## src/rtl/ctech_lib_clk_div_pkg.sv

```systemverilog
// ---------------------------------------------------------------------------
// ctech_lib_clk_div_pkg
// Shared types and helpers for the ctech programmable clock divider.
//   state_t      : ratio-change handshake states (IDLE, PEND, ACK)
//   MIN_RATIO    : smallest divide ratio the counter can run at
//   clamp_ratio  : maps a requested ratio of 0 or 1 up to MIN_RATIO
// ---------------------------------------------------------------------------
package ctech_lib_clk_div_pkg;

   typedef enum logic [1:0] {
      IDLE = 2'd0,
      PEND = 2'd1,
      ACK  = 2'd2
   } state_t;

   localparam int unsigned MIN_RATIO = 2;

   // Ratios below two cannot produce a clock with both a high and a low
   // phase, so they are silently raised; every other value passes through.
   function automatic int unsigned clamp_ratio(input int unsigned req);
      return (req < MIN_RATIO) ? MIN_RATIO : req;
   endfunction

endpackage

```

## src/rtl/ctech_lib_clk_div_ctl.sv

```systemverilog
// ---------------------------------------------------------------------------
// ctech_lib_clk_div_ctl
// Four-phase req/ack handshake for changing the divide ratio at run time.
// Holds the shadow ratio until the counter reaches a period boundary.
//   clk, rst_b  : clock, asynchronous active-low reset
//   ratio_req   : ratio-change request from the consumer
//   ratio       : requested ratio, stable while ratio_req is high
//   wrap        : high on edges where a new period may start
//   load        : strobe, shadow is adopted as the active ratio this edge
//   shadow      : clamped ratio waiting to be applied
//   ratio_ack   : request applied, held until ratio_req drops
//   busy        : high while a change is pending
// ---------------------------------------------------------------------------
module ctech_lib_clk_div_ctl
   import ctech_lib_clk_div_pkg::*;
#(
   parameter int DIV_W = 4
) (
   input  logic             clk,
   input  logic             rst_b,
   input  logic             ratio_req,
   input  logic [DIV_W-1:0] ratio,
   input  logic             wrap,
   output logic             load,
   output logic [DIV_W-1:0] shadow,
   output logic             ratio_ack,
   output logic             busy
);

   state_t state;

   // The shadow is only ever adopted on a period boundary, which is what
   // keeps the divided clock free of runt pulses.
   assign load = (state == PEND) && wrap;

   // Handshake FSM. A request seen in IDLE on a wrap edge only moves to
   // PEND there, so it waits for the following wrap to be applied.
   always_ff @(posedge clk or negedge rst_b) begin
      if (!rst_b) begin
         state     <= IDLE;
         shadow    <= '0;
         ratio_ack <= 1'b0;
         busy      <= 1'b0;
      end else begin
         case (state)
            IDLE: begin
               if (ratio_req) begin
                  shadow <= DIV_W'(clamp_ratio(32'(ratio)));
                  state  <= PEND;
                  busy   <= 1'b1;
               end
            end
            PEND: begin
               if (wrap) begin
                  state     <= ACK;
                  busy      <= 1'b0;
                  ratio_ack <= 1'b1;
               end
            end
            ACK: begin
               if (!ratio_req) begin
                  state     <= IDLE;
                  ratio_ack <= 1'b0;
               end
            end
            default: begin
               state     <= IDLE;
               ratio_ack <= 1'b0;
               busy      <= 1'b0;
            end
         endcase
      end
   end

endmodule

```

## src/rtl/ctech_lib_clk_div.sv

```systemverilog
// ---------------------------------------------------------------------------
// ctech_lib_clk_div
// Programmable integer clock divider with a glitch-free registered output
// and a one-cycle enable strobe aligned to each divided-clock rising edge.
//   DIV_W       : width of the ratio field (ratio 2 .. 2^DIV_W-1)
//   RESET_RATIO : ratio in effect after reset (>= 2)
//   clk, rst_b  : clock, asynchronous active-low reset
//   ratio_req   : ratio-change request (four-phase, with ratio_ack)
//   ratio       : requested divide value
//   clk_stop    : park request (only with CTECH_LIB_CLK_DIV_STOP_EN)
//   ratio_ack   : request accepted and applied
//   clkout      : divided clock, straight from a flop
//   clken       : pulse on the cycle clkout rises
//   busy        : ratio change pending
// Optional feature macro: CTECH_LIB_CLK_DIV_STOP_EN adds clk_stop, which
// parks the divider at the next period boundary while it is high.
// ---------------------------------------------------------------------------
module ctech_lib_clk_div
   import ctech_lib_clk_div_pkg::*;
#(
   parameter int DIV_W       = 4,
   parameter int RESET_RATIO = 2
) (
   input  logic             clk,
   input  logic             rst_b,
   input  logic             ratio_req,
   input  logic [DIV_W-1:0] ratio,
`ifdef CTECH_LIB_CLK_DIV_STOP_EN
   input  logic             clk_stop,
`endif
   output logic             ratio_ack,
   output logic             clkout,
   output logic             clken,
   output logic             busy
);

   logic [DIV_W-1:0] cnt;
   logic [DIV_W-1:0] cnt_next;
   logic [DIV_W-1:0] n_act;
   logic [DIV_W-1:0] n_next;
   logic [DIV_W-1:0] shadow;
   logic             wrap;
   logic             hold;
   logic             apply_edge;
   logic             load;

   assign wrap = (cnt == n_act - DIV_W'(1));

`ifdef CTECH_LIB_CLK_DIV_STOP_EN
   // Parking happens only on a boundary, so the running period always
   // completes; the counter then sits at N-1 and every held edge is again
   // a boundary, ready to resume straight into a fresh period.
   assign hold = wrap && clk_stop;
`else
   assign hold = 1'b0;
`endif

   // A pending ratio is applied on the edge that starts a new period,
   // which a parked divider does not do until it resumes.
   assign apply_edge = wrap && !hold;

   ctech_lib_clk_div_ctl #(
      .DIV_W (DIV_W)
   ) u_ctl (
      .clk       (clk),
      .rst_b     (rst_b),
      .ratio_req (ratio_req),
      .ratio     (ratio),
      .wrap      (apply_edge),
      .load      (load),
      .shadow    (shadow),
      .ratio_ack (ratio_ack),
      .busy      (busy)
   );

   // Next-state of the period counter and the ratio it runs against. The
   // outputs below are computed from these so a freshly loaded ratio
   // already shapes the first cycle of its own period.
   always_comb begin
      n_next   = load ? shadow : n_act;
      cnt_next = cnt;
      if (hold) begin
         cnt_next = cnt;
      end else if (wrap) begin
         cnt_next = '0;
      end else begin
         cnt_next = cnt + DIV_W'(1);
      end
   end

   // Counter, active ratio and the output flops. The counter resets to
   // N-1 so the very first edge after reset opens a period with clkout
   // and clken both high.
   always_ff @(posedge clk or negedge rst_b) begin
      if (!rst_b) begin
         cnt    <= DIV_W'(RESET_RATIO - 1);
         n_act  <= DIV_W'(RESET_RATIO);
         clkout <= 1'b0;
         clken  <= 1'b0;
      end else begin
         cnt    <= cnt_next;
         n_act  <= n_next;
         clkout <= !hold && (cnt_next < (n_next >> 1));
         clken  <= !hold && (cnt_next == '0);
      end
   end

endmodule

```

## config.mk

```make
export PLATFORM = sky130hd
export DESIGN_NAME = ctech_lib_clk_div
export DESIGN_NICKNAME = d
export VERILOG_FILES = /design/src/rtl/ctech_lib_clk_div_pkg.sv /design/src/rtl/ctech_lib_clk_div_ctl.sv /design/src/rtl/ctech_lib_clk_div.sv
export SDC_FILE = /design/constraint.sdc
export NUM_CORES = 1
export LEC_CHECK = 0
export CELL_PAD_IN_SITES_DETAIL_PLACEMENT = 0
export CELL_PAD_IN_SITES_GLOBAL_PLACEMENT = 1
export CORE_MARGIN = 2
export CORE_UTILIZATION = 42
export DETAILED_ROUTE_END_ITERATION = 12
export GPL_TIMING_DRIVEN = 0
export HOLD_SLACK_MARGIN = 0.05
export PLACE_DENSITY = 0.72
export SYNTH_ARGS = -nofsm -noshare
export SYNTH_HDL_FRONTEND = slang
export SYNTH_SLANG_ARGS = --single-unit
```

## constraint.sdc

```tcl
create_clock -name clk -period 3.7 [get_ports clk]
set_input_delay 1.11 -clock clk [delete_from_list [all_inputs] [get_ports clk]]
set_output_delay 1.11 -clock clk [all_outputs]
set_load 0.005 [all_outputs]
```

==> results of run 1 <==
final cells by class:
| cell class | instances | share of cell area, % |
|---|---|---|
| repair buffers | 10 | 9.21 |
| multi-input cells | 56 | 40.6 |
| inverters | 6 | 2.07 |
| clock buffers | 4 | 3.34 |
| well taps | 27 | 3.11 |
| flip-flops and latches | 18 | 41.7 |
critical path, stage by stage (launching register included):
cell and delay (ps):
dfstp_2 580, inv_1 50, ha_1 190, xor3_1 370, or3_4 380, nor3_4 410
mux2i_1 260, ha_1 260, a21oi_1 240, o31ai_1 110, o211ai_1 160
how the worst max path moves through the flow:
stage	cells after the start	slack, ps	to
floorplan	10	910	clkout
global placement	10	660	clkout
detailed placement	10	610	clkout
CTS	10	570	clkout
global route	10	450	clkout
finish	10	600	clkout
through the flow:
stage / power [mW] / util (%) / instance area [um2]
after global placement: 1.04 / 52.5 / 1050
after detailed placement: 1.06 / 52.5 / 1050
after floorplan: 0.899 / - / 917
final: 1.17 / 54.3 / 1090
after global routing: 1.28 / 54.3 / 1090
after CTS: 1.18 / 54.3 / 1090
cells by family after synthesis:
group | Yosys count | synth area share [%]
muxes | 8 | 9.41
and+or+nand+nor | 22 | 13.2
xor gates and xnor gates | 7 | 8.32
AOI/OAI and AO/OA | 15 | 11.7
buffers and inverters | 6 | 2.46
adders and majority gates | 4 | 5.46
DFF | 18 | 49.4
cell usage after synthesis (2+ instances only):
library cell  number  area share (%)
a21oi_1            3             1.6
and3_1             2             1.4
dfrtp_1           16              44
dfstp_2            2             5.7
ha_1               4             5.5
inv_1              6             2.5
mux2_2             5             6.1
mux2i_1            3             3.3
nand2_1            2            0.82
nand2b_1           2             1.4
nand3_1            2             1.1
nor2_1             9             3.7
o211ai_1           2             1.6
o31ai_1            2             1.6
or2_2              2             1.4
xnor2_1            5             4.8
sequential cells by signal (all words and copies together) (netlist names):
name             count
clken                1
clkout               1
cnt                  4
n_act                4
u_ctl.busy           1
u_ctl.ratio_ack      1
u_ctl.shadow         4
u_ctl.state          2
per-layer routing:
| metal | part of all wire [%] | vias to the layer above |
|---|---|---|
| met5 | 0 | - |
| met4 | 0.52 | 0 |
| met3 | 3.4 | 2 |
| met2 | 49 | 9 |
| met1 | 47 | 301 |
| li1 | - | 316 |
power breakdown:
part,internal [mW],switching (mW)
logic,0.333,0.321
registers,0.309,0.0853
clock network,0.0598,0.0594
total,0.701,0.466
==> reports/metrics.yaml, run 1 <==
status: "complete, no violations"
setup_viol: 0
drive_gt1_share_pct: 16.0
final_cell_mix: "dfrtp_1 (16), clkdlybuf4s50_1 (10), nor2_1 (9)"
antenna_found_initial: 0
netlist_area_um2: 917
hold_viol_final: 0
fin_skew_ps: 2.98
grt_use_met1_pct: 19.2
max_freq_mhz: 323
area_growth_syn_to_layout_pct: 18.6
cp-start-kind: "register"
crit_start: "n_act[1]"
fin_nets: 106
drtIter0Drc: 6
required_ps: 3910
grt.overflow.total: 0
dp_slack_ps: 608
rsz0062_at_grt: "no"
grtUsageMet3_pct: 2.98
worstHoldEndpoint: "u_ctl.busy"
insertion_delay_ps: 280
top_usage_layer: "met2"
multi_input_area_um2: 442
fin_crit_ps: 3100
yosys_warnings: 0
htreeDepth: 1
crit_path_max_fanout: 8
grt_pass1_wl_um: 2890
critical_path_class: "reg2reg"
fp.dieH_um: 50.7
place.gp.congestion: 0.755
slew_headroom_pct: 48.0
cts_buffers: 3
cts_setup_buffers: 0
dp_hpwl_um: 1220
hold_class: "reg2reg"
final-seq-area_um2: 453
grt_pass1_vias: 647
synth_nets: 91
hold_buffers: 0
use_met2_pct: 25.9
path_clk_slew_ps: 100
grt_use_total_pct: 15.0
place_inst: 117
synth_cells: 80
hold_start: "u_ctl.state[0]"
reg2reg_to: "clkout"
clock_sinks: 18
core.rowCount: 16
vias: 628
worst_pin_slew_ps: 777
wl_um: 1540
cp-end-kind: "register"
post_drt_wl_per_cell_um: 12.7
power.leakage_nw: 0.467
drv_cap: 0
cts-root-buf: "clkbuf_4"
fin_hold_ws_ps: 522
seq_area_frac_synth_pct: 49.4
rr_startpoint: "n_act[1]"
synth-main-ff-cell: "dfrtp_1"
drtPass1Iterations: 3
holdPathStages: 1
async_flop_share_pct: 100
via_per_inst: 5.19
ff2ff_setup_slack_ps: 600
ys_types: 29
ant_nets: 0
arrival_ps: 3310
dieArea_mm2: 0.00257
route.detailed.drc: 0
setup_slack_ps: 599
rr_worst_depth: 10
fillCellCount: 182
final_cells: 121
synth_edf_count: 0
max-vdd-ir-drop_mv: 0.449
cts_resized: 0
ios: 11
port_buffers: 10
grt_max_degree: 19
powerDensity_mw_per_mm2: 1070
core_area_mm2: 0.00200
cts_tree: "built"
start_util_pct: 45.8
clockBufferDepth: 2
antenna_cells: 0
die_w_um: 50.7
tns_ps: 0
postSynthAreaPerCell_um2: 11.5
synth_seq_cells: 18
slew_violations: 0
final_common_cell: "dfrtp_1"
final.period_utilization_pct: 83.8
Note: power is estimated with default switching activity, not from simulation.
==> run 2: changes to the inputs <==
Settings changed: CORE_UTILIZATION 42 to 38, PLACE_DENSITY 0.72 to 0.68.
Clock period 3.7 ns to 2.6 ns, I/O delays scaled along.
==> run 2 against run 1 <==
The run now ends with setup timing left. Sequential share of layout area fell by 2.0 points. Flip-flop and latch count stayed put. Total power grew 52%. Global-route usage down 1.1 points. Combinational power grew 59%. Worst hold slack improved by 1.0 ps. First-iteration DRC count grew 50%. Critical path depth did not move. Worst setup slack worse by 650 ps. Clock skew hardly changed. Register-to-register slack lost 650 ps. Cell count grew 4.1%.
==> reports/metrics.yaml, run 2 (synthesis gave the netlist of run 1 again) <==
slew_violations: 0  # unchanged
hold_viol_final: 0  # unchanged
grt_pass1_vias: 622  # was 647
dp_hpwl_um: 1270  # was 1220 um
hold_class: "reg2reg"  # unchanged
required_ps: 2820  # was 3910 ps
drv_cap: 0  # unchanged
cts_buffers: 3  # unchanged
setup_slack_ps: -53.6  # was 599 ps
antenna_cells: 0  # unchanged
rr_startpoint: "n_act[1]"  # unchanged
die_w_um: 53.1  # was 50.7 um
via_per_inst: 5.13  # was 5.19
start_util_pct: 40.7  # was 45.8%
slew_headroom_pct: 45.2  # was 48.0%
path_cells: "inv_2 -> ha_4 -> xor3_1 -> or3_4 -> nor3_4 -> mux2i_1 -> ha_1 -> a21oi_2 -> o31ai_1 -> o211ai_1"  # was inv_1 -> ha_1 -> xor3_1 -> or3_4 -> nor3_4 -> mux2i_1 -> ha_1 -> a21oi_1 -> o31ai_1 -> o211ai_1
cp-start-kind: "register"  # unchanged
final_cell_mix: "dfrtp_1 (16), clkdlybuf4s50_1 (10), nor2_1 (8)"  # was dfrtp_1 (16), clkdlybuf4s50_1 (10), nor2_1 (9)
area_growth_syn_to_layout_pct: 24.6  # was 18.6%
rr_worst_depth: 10  # unchanged
grt_use_total_pct: 14.0  # was 15.0%
vias: 647  # was 628
cts_tree: "built"  # unchanged
clock_sinks: 18  # unchanged
slowest_delay_ps: 560  # was 580 ps
ios: 11  # unchanged
power.leakage_nw: 0.488  # was 0.467 nW
largestRegisters: "cnt: 4 flops, n_act: 4 flops, u_ctl.shadow: 4 flops"  # unchanged
port_buffers: 10  # unchanged
grt.overflow.total: 0  # unchanged
crit_family: "simple AND/OR/NAND/NOR gates"  # unchanged
post_drt_wl_per_cell_um: 13.3  # was 12.7 um
reg2reg_to: "clkout"  # unchanged
place.gp.congestion: 0.748  # was 0.755
fin_crit_ps: 2650  # was 3100 ps
core.rowCount: 17  # was 16
cts-root-buf: "clkbuf_4"  # unchanged
ant_nets: 0  # unchanged
power_mw: 1.77  # was 1.17 mW
fin_skew_ps: 2.60  # was 2.98 ps
drtIter0Drc: 9  # was 6
powerDensity_mw_per_mm2: 1550  # was 1070 mW/mm2
fp.dieH_um: 53.1  # was 50.7 um
dieArea_mm2: 0.00282  # was 0.00257 mm2
hold_start: "u_ctl.shadow[0]"  # was u_ctl.state[0]
wl_um: 1670  # was 1540 um
grt_max_degree: 19  # unchanged
drive_gt1_share_pct: 23.5  # was 16.0%
max_freq_mhz: 377  # was 323 MHz
final_common_cell: "dfrtp_1"  # unchanged
worst_pin_slew_ps: 820  # was 777 ps
final_util_pct: 50.7  # was 54.3%
clockBufferDepth: 2  # unchanged
setup_viol: 1  # was 0
insertion_delay_ps: 290  # was 280 ps
critical_path_class: "reg2reg"  # unchanged
holdPathStages: 2  # was 1
status: "complete, but fails checks"  # was complete, no violations
grt_pass1_wl_um: 2750  # was 2890 um
core_area_mm2: 0.00225  # was 0.00200 mm2
slowest_stage: "dfstp_2"  # unchanged
path_clk_slew_ps: 100  # about the same
violations: "setup timing"
max-vdd-ir-drop_mv: 0.631  # was 0.449 mV
drtPass1Iterations: 4  # was 3
htreeDepth: 1  # unchanged
hold_buffers: 0  # unchanged
antenna_found_initial: 0  # unchanged
critical_path_buf_inv_count: 1  # unchanged
worstHoldEndpoint: "n_act[0]"  # was u_ctl.busy
rsz0062_at_grt: "yes"  # was no
cp-end-kind: "register"  # unchanged
crit_path_max_fanout: 4  # was 8
route.detailed.drc: 0  # unchanged
ff2ff_setup_slack_ps: -50  # was 600 ps
final.period_utilization_pct: 102  # was 83.8%
fin_nets: 110  # was 106
fillCellCount: 231  # was 182
arrival_ps: 2870  # was 3310 ps
## run 2: cell type report
class | count | area [um2] | area share [%]
clock buffers | 4 | 36.3 | 3.18
inverters | 6 | 22.5 | 1.97
multi-input cells | 56 | 465 | 40.7
flip-flops and latches | 18 | 453 | 39.6
well taps | 28 | 35.0 | 3.07
repair buffers | 14 | 130 | 11.4
## run 2: repair_timing
item	in CTS	in global routing
endpoints found under the hold margin	0	0
buffers inserted	3	1
pin swaps	5	4
setup endpoints to repair	1	1
resized for setup	1	0
## run 2: metal layers
metal / track usage [%] / routed length, um / up-vias
met2: 23.8 / 815 / 11
li1: - / - / 321
met5: 0 / 0 / -
met4: 2.56 / 0 / 0
met3: 5.93 / 76 / 0
met1: 16.5 / 779 / 315
## run 2: how the worst max path moves through the flow
stage	start	end	slack, ps	cells after the start
after detailed placement	n_act[1]	clkout	-270	10
after CTS	n_act[1]	clkout	-150	10
after global placement	n_act[1]	clkout	-250	10
after global routing	n_act[1]	clkout	-170	10
final	n_act[1]	clkout	-50	10
after floorplan	n_act[1]	clkout	-20	10
## run 2: tightest hold or removal path: stages, from the launching register on
cell and delay (ps):
dfrtp_1 370, inv_1 60, mux2i_1 60
## run 2: stage by stage
stage | worst slack (ps) | TNS, ps | hold WS [ps] | cell area (um2) | instances
after global routing | -168 | -168 | 563 | 1140 | 126
after CTS | -148 | -148 | 520 | 1130 | 125
final | -53.6 | -53.6 | 523 | 1140 | 126
after detailed placement | -266 | -266 | 507 | 1070 | 118
after global placement | -254 | -254 | 502 | 1070 | 118
after floorplan | -23.5 | -23.5 | 476 | 936 | 80
## run 2: power by group
part / leakage [nW] / total (mW) / internal, mW / switching (mW)
Clock: 0.0210 / 0.170 / 0.0854 / 0.0850
Combinational: 0.255 / 1.04 / 0.533 / 0.506
Sequential: 0.212 / 0.562 / 0.439 / 0.123
